--- src/rtl/uart_line_buffer.sv ---
// ============================================================================
// Module   : uart_line_buffer
// Brief    : Collects UART receive bytes into a line with backspace editing and
//            releases the whole line downstream on a terminator or when full.
// Revision : 1.0
// ============================================================================
`default_nettype none

module uart_line_buffer #(
    parameter int          DEPTH    = 64,
    parameter logic [7:0]  EOL_CHAR = 8'h0D,
    parameter logic [7:0]  BS_CHAR  = 8'h08
) (
    input  logic                     clk,
    input  logic                     rst_n,
    input  logic [7:0]               in_data,
    input  logic                     in_valid,
    output logic                     in_ready,
    output logic [7:0]               out_data,
    output logic                     out_valid,
    input  logic                     out_ready,
    output logic [$clog2(DEPTH):0]   fill_level,
    output logic [7:0]               line_count,
    output logic                     truncated
);

    localparam int        AW     = $clog2(DEPTH);
    localparam logic [AW:0] C_FULL = (AW+1)'(DEPTH);
    localparam logic [7:0]  C_DEL  = 8'h7F;

    typedef enum logic [0:0] {
        S_FILL  = 1'b0,
        S_DRAIN = 1'b1
    } state_t;

    state_t          state_q, state_d;
    logic [7:0]      mem_q [DEPTH];
    logic [AW-1:0]   wr_ptr_q, wr_ptr_d;
    logic [AW-1:0]   rd_ptr_q, rd_ptr_d;
    logic [AW:0]     fill_q, fill_d;
    logic [7:0]      lcnt_q, lcnt_d;
    logic            trunc_q, trunc_d;
    logic            wr_en;

    logic w_is_bs;
    logic w_is_eol;

    assign w_is_bs  = (in_data == BS_CHAR) || (in_data == C_DEL);
    assign w_is_eol = (in_data == EOL_CHAR);

    always_comb begin
        state_d   = state_q;
        wr_ptr_d  = wr_ptr_q;
        rd_ptr_d  = rd_ptr_q;
        fill_d    = fill_q;
        lcnt_d    = lcnt_q;
        trunc_d   = 1'b0;
        wr_en     = 1'b0;
        in_ready  = (state_q == S_FILL);
        out_valid = (state_q == S_DRAIN);

        case (state_q)
            S_FILL: begin
                if (in_valid) begin
                    if (w_is_bs) begin
                        // Backspace on an empty line is silently dropped
                        if (fill_q != '0) begin
                            wr_ptr_d = wr_ptr_q - 1'b1;
                            fill_d   = fill_q - 1'b1;
                        end
                    end else begin
                        wr_en    = 1'b1;
                        wr_ptr_d = wr_ptr_q + 1'b1;
                        fill_d   = fill_q + 1'b1;
                        if (w_is_eol) begin
                            state_d = S_DRAIN;
                        end else if (fill_q == C_FULL - 1'b1) begin
                            state_d = S_DRAIN;
                            trunc_d = 1'b1;
                        end
                    end
                end
            end
            S_DRAIN: begin
                if (out_ready) begin
                    rd_ptr_d = rd_ptr_q + 1'b1;
                    fill_d   = fill_q - 1'b1;
                    if (fill_q == (AW+1)'(1)) begin
                        state_d  = S_FILL;
                        wr_ptr_d = '0;
                        rd_ptr_d = '0;
                        lcnt_d   = lcnt_q + 8'd1;
                    end
                end
            end
            default: state_d = S_FILL;
        endcase
    end

    always_ff @(posedge clk or negedge rst_n) begin
        if (!rst_n) begin
            state_q  <= S_FILL;
            wr_ptr_q <= '0;
            rd_ptr_q <= '0;
            fill_q   <= '0;
            lcnt_q   <= '0;
            trunc_q  <= 1'b0;
        end else begin
            state_q  <= state_d;
            wr_ptr_q <= wr_ptr_d;
            rd_ptr_q <= rd_ptr_d;
            fill_q   <= fill_d;
            lcnt_q   <= lcnt_d;
            trunc_q  <= trunc_d;
        end
    end

    // Storage is deliberately left out of reset
    always_ff @(posedge clk) begin
        if (wr_en) begin
            mem_q[wr_ptr_q] <= in_data;
        end
    end

    assign out_data   = mem_q[rd_ptr_q];
    assign fill_level = fill_q;
    assign line_count = lcnt_q;
    assign truncated  = trunc_q;

endmodule

`default_nettype wire

--- config.mk ---
export PLATFORM = sky130hd
export DESIGN_NAME = uart_line_buffer
export DESIGN_NICKNAME = d
export VERILOG_FILES = /design/src/rtl/uart_line_buffer.sv
export SDC_FILE = /design/constraint.sdc
export NUM_CORES = 1
export LEC_CHECK = 0
export ABC_AREA = 0
export BUFFER_PORTS_ARGS = -buffer_cell sky130_fd_sc_hd__buf_2
export CAP_MARGIN = 20
export CORE_MARGIN = 4
export CORE_UTILIZATION = 50
export CTS_BUF_LIST = sky130_fd_sc_hd__clkbuf_16
export DETAILED_ROUTE_END_ITERATION = 12
export PLACE_DENSITY = 0.68
export SYNTH_ARGS = -nofsm -noshare
export SYNTH_HDL_FRONTEND = slang
export SYNTH_SLANG_ARGS = --single-unit
--- constraint.sdc ---
create_clock -name clk -period 3.2 [get_ports clk]
set_clock_uncertainty 0.15 [all_clocks]
set_input_delay 0.64 -clock clk [delete_from_list [all_inputs] [get_ports clk]]
set_output_delay 0.64 -clock clk [all_outputs]
set_load 0.005 [all_outputs]
==> out/results.ini <==
[timing]
slew_headroom=0.329
rsz0062_at_grt=yes
setup_slack_ns=-0.495
fmax_mhz=271
worstMarginPinSlew_ns=1.00
period_share=1.15
fin_crit_ns=3.69
finalSetupViolCount=8
hold_viol=0
slew_violations=0

[die]
io_pins=38
rows=76
coreArea_sq_um=43000
fp.dieH_um=216
dieArea_sq_um=46700
start_util=0.504
die_w_um=216

[logic_synthesis]
netlist-cell-type-count=58
synth_seq_cells=541
synth_top_area_frac=0.709
yosys-top-cells-area=edfxtp_1 71%, mux4_2 10%, mux2i_1 3.4%
ys_warn_count=0
synth_enable_flop_cells=512
yosysTopAreaCell=edfxtp_1
synthFlopType=edfxtp_1
synth_nets=1176
synthCells=1153
netlist_area_sq_um=21700
synth_async_sr_flop_share=0.0536
syn_avg_cell_area_sq_um=18.8
yosysSeqAreaShare=0.743

[cts]
clock-sinks=541
cts_max_level=2
cts-root-buf=clkbuf_16
cts_buffer_depth=3
clk_pin_slew_ns=0.06
insertion_delay_ns=0.59
tritoncts=done
cts_buffers=54

[routing]
routed_wl_um=51500
first_iter_violations=1203
drt-pass1-iter-count=5
antenna_left=0
drc_errors=0
vias=11600
avgViaCountPerCell=5.96
routedWlPerCell_um=26.5

[final_layout]
nets=1335
synthToLayoutAreaGrowth_pct=19.2
final_common_cell=edfxtp_1
final_cell_mix=512 x edfxtp_1, 98 x mux4_2, 90 x buf_4
stdcell_area_sq_um=25800
fin_util=0.601
layout-drive-gt1-share=0.310
final_cells=1942

[critical_path]
cpPeakStageDelay_ns=0.55
cp_slowest_cell=mux4_2
cp_top_family=buffers and inverters
crit_type=flop to output pin
crit_top_cell=buf_12
cp_max_fo=8
worstPathArrival_ns=2.90
cp-start-kind=flop
worstPathCellList=buf_12 > buf_12 > mux4_2 > a211oi_4 > buf_4 > a22oi_1 > and3_1 > buf_2
crit_required_ns=2.41
cp_num_buf_inv=4
worstSetupEndpointType=output pin

[placed_design]
dp_hpwl_um=32600
place_inst=1812
placed_cell_area_sq_um=23200
gp_congestion=0.900
io_buffer_count=37

[pwr]
vdd_drop_max_mv=0.550
power_frac_comb=0.327
swShare=0.306
p_int_uw=15100
p_clk_frac=0.292
sequentialPowerShare=0.381
power_uw=21800
leakage_uw=0.00858
power_density_nw_per_um2=843
p_sw_uw=6660

[global_routing]
antenna_found_initial=1
grt_pass1_vias=11800
grt_max_degree=65
grt_pass1_wl_um=76800
track_usage=0.221
grt_overflow_total=0

[hold_path]
hp-class=primary input to flop

[job]
maxCapViolCount=0

[outcome]
failed_checks=negative setup slack
status=finished, violations left

==> registers in the layout (all words and copies together), names as in the netlist <==
signal,count
out_valid,1
mem_q,512
rd_ptr_q,6
fill_level,7
line_count,8
wr_ptr_q,6
truncated,1
==> final timing paths <==
kind | endpoint | depth (start not counted) | slack [ns] | startpoint
worst max-delay path | out_data[7] | 8 | -0.49 | rd_ptr_q[0]$_DFFE_PN0P_
worst min-delay path | out_valid$_DFF_PN0_ | 3 | 0.22 | in_valid
worst max register to register | mem_q[45][7]$_DFFE_PP_ | 5 | 0.47 | out_valid$_DFF_PN0_
worst min register to register | line_count[7]$_DFFE_PN0P_ | 1 | 0.33 | line_count[7]$_DFFE_PN0P_
max in group asynchronous | rd_ptr_q[1]$_DFFE_PN0P_ | 2 | 1.92 | rst_n
min in group asynchronous | fill_level[3]$_DFFE_PN0P_ | 2 | 0.47 | rst_n
==> synthesized netlist by cell type (all sizes together) (7+ instances only) <==
library cell / instances
edfxtp: 512
mux4: 98
nor2: 93
mux2i: 74
buf: 43
nand2: 43
dfrtp: 29
o22ai: 29
nand3: 22
a211oi: 17
clkbuf: 16
o21ai: 15
a21oi: 14
xor2: 11
and3: 10
ha: 10
inv: 9
nor3: 8
mux2: 7
==> per-layer routing <==
| metal | vias to the layer above | wire [um] | global-route usage |
|---|---|---|---|
| met3 | 88 | 4460 | 0.0526 |
| met1 | 5968 | 21100 | 0.315 |
| met5 | - | 13 | 0 |
| met2 | 516 | 24300 | 0.343 |
| met4 | 2 | 1540 | 0.0755 |
| li1 | 5007 | - | - |
==> logic make-up (layout without fill, tap and decap cells) <==
group	count (synthesis)	count (layout)	synth area share
AOI/OAI and AO/OA	124	124	0.0394
xor gates and xnor gates	17	17	0.00687
adders and majority gates	11	11	0.00670
buffers and inverters	68	271	0.0181
DFF	541	541	0.743
muxes	179	179	0.140
other	0	1	0
and+or+nand+nor	213	213	0.0464
==> final cells by class <==
type	count	area (sq um)
timing repair buffer	162	1520
antenna	1	2.50
inverter	9	33.8
tap	585	732
clock inverter	46	434
multi-input combinational	544	5660
fill	3149	17100
clock buffer	54	1350
sequential	541	16100
==> stage by stage <==
stage	setup TNS, ns	worst slack [ns]	hold WS, ns
floorplan	0	0.615	0.194
global route	-4.16	-0.558	0.212
global placement	-2.32	-0.140	0.306
CTS	-3.88	-0.530	0.177
finish	-3.53	-0.495	0.221
detailed placement	-6.10	-0.239	0.312
==> worst register-to-register path, delay by kind of cell, from the launching register on <==
kind            cells  cell delay, ns
buf+inv             2            0.42
simple gates        2            0.92
compound gates      1            0.37
flops               1            0.50
==> power by group through the flow <==
stage | sequential, uW | clock (uW) | combinational [uW]
after floorplan | 8240 | 0 | 3670
after global placement | 8420 | 0 | 5810
after detailed placement | 8430 | 0 | 5850
after CTS | 8300 | 6440 | 6750
after global routing | 8310 | 6790 | 7550
final | 8300 | 6350 | 7130
==> what timing repair did <==
item / in CTS / in global routing
endpoints found under the hold margin: 29 / 0
cloned: 3 / 1
buffers inserted: 18 / 7
resized for setup: 72 / 39
endpoints found under the setup margin: 8 / 8
hold buffers: 1 / 0
pin swaps: 24 / 16
Note: power is estimated with default switching activity, not from simulation.
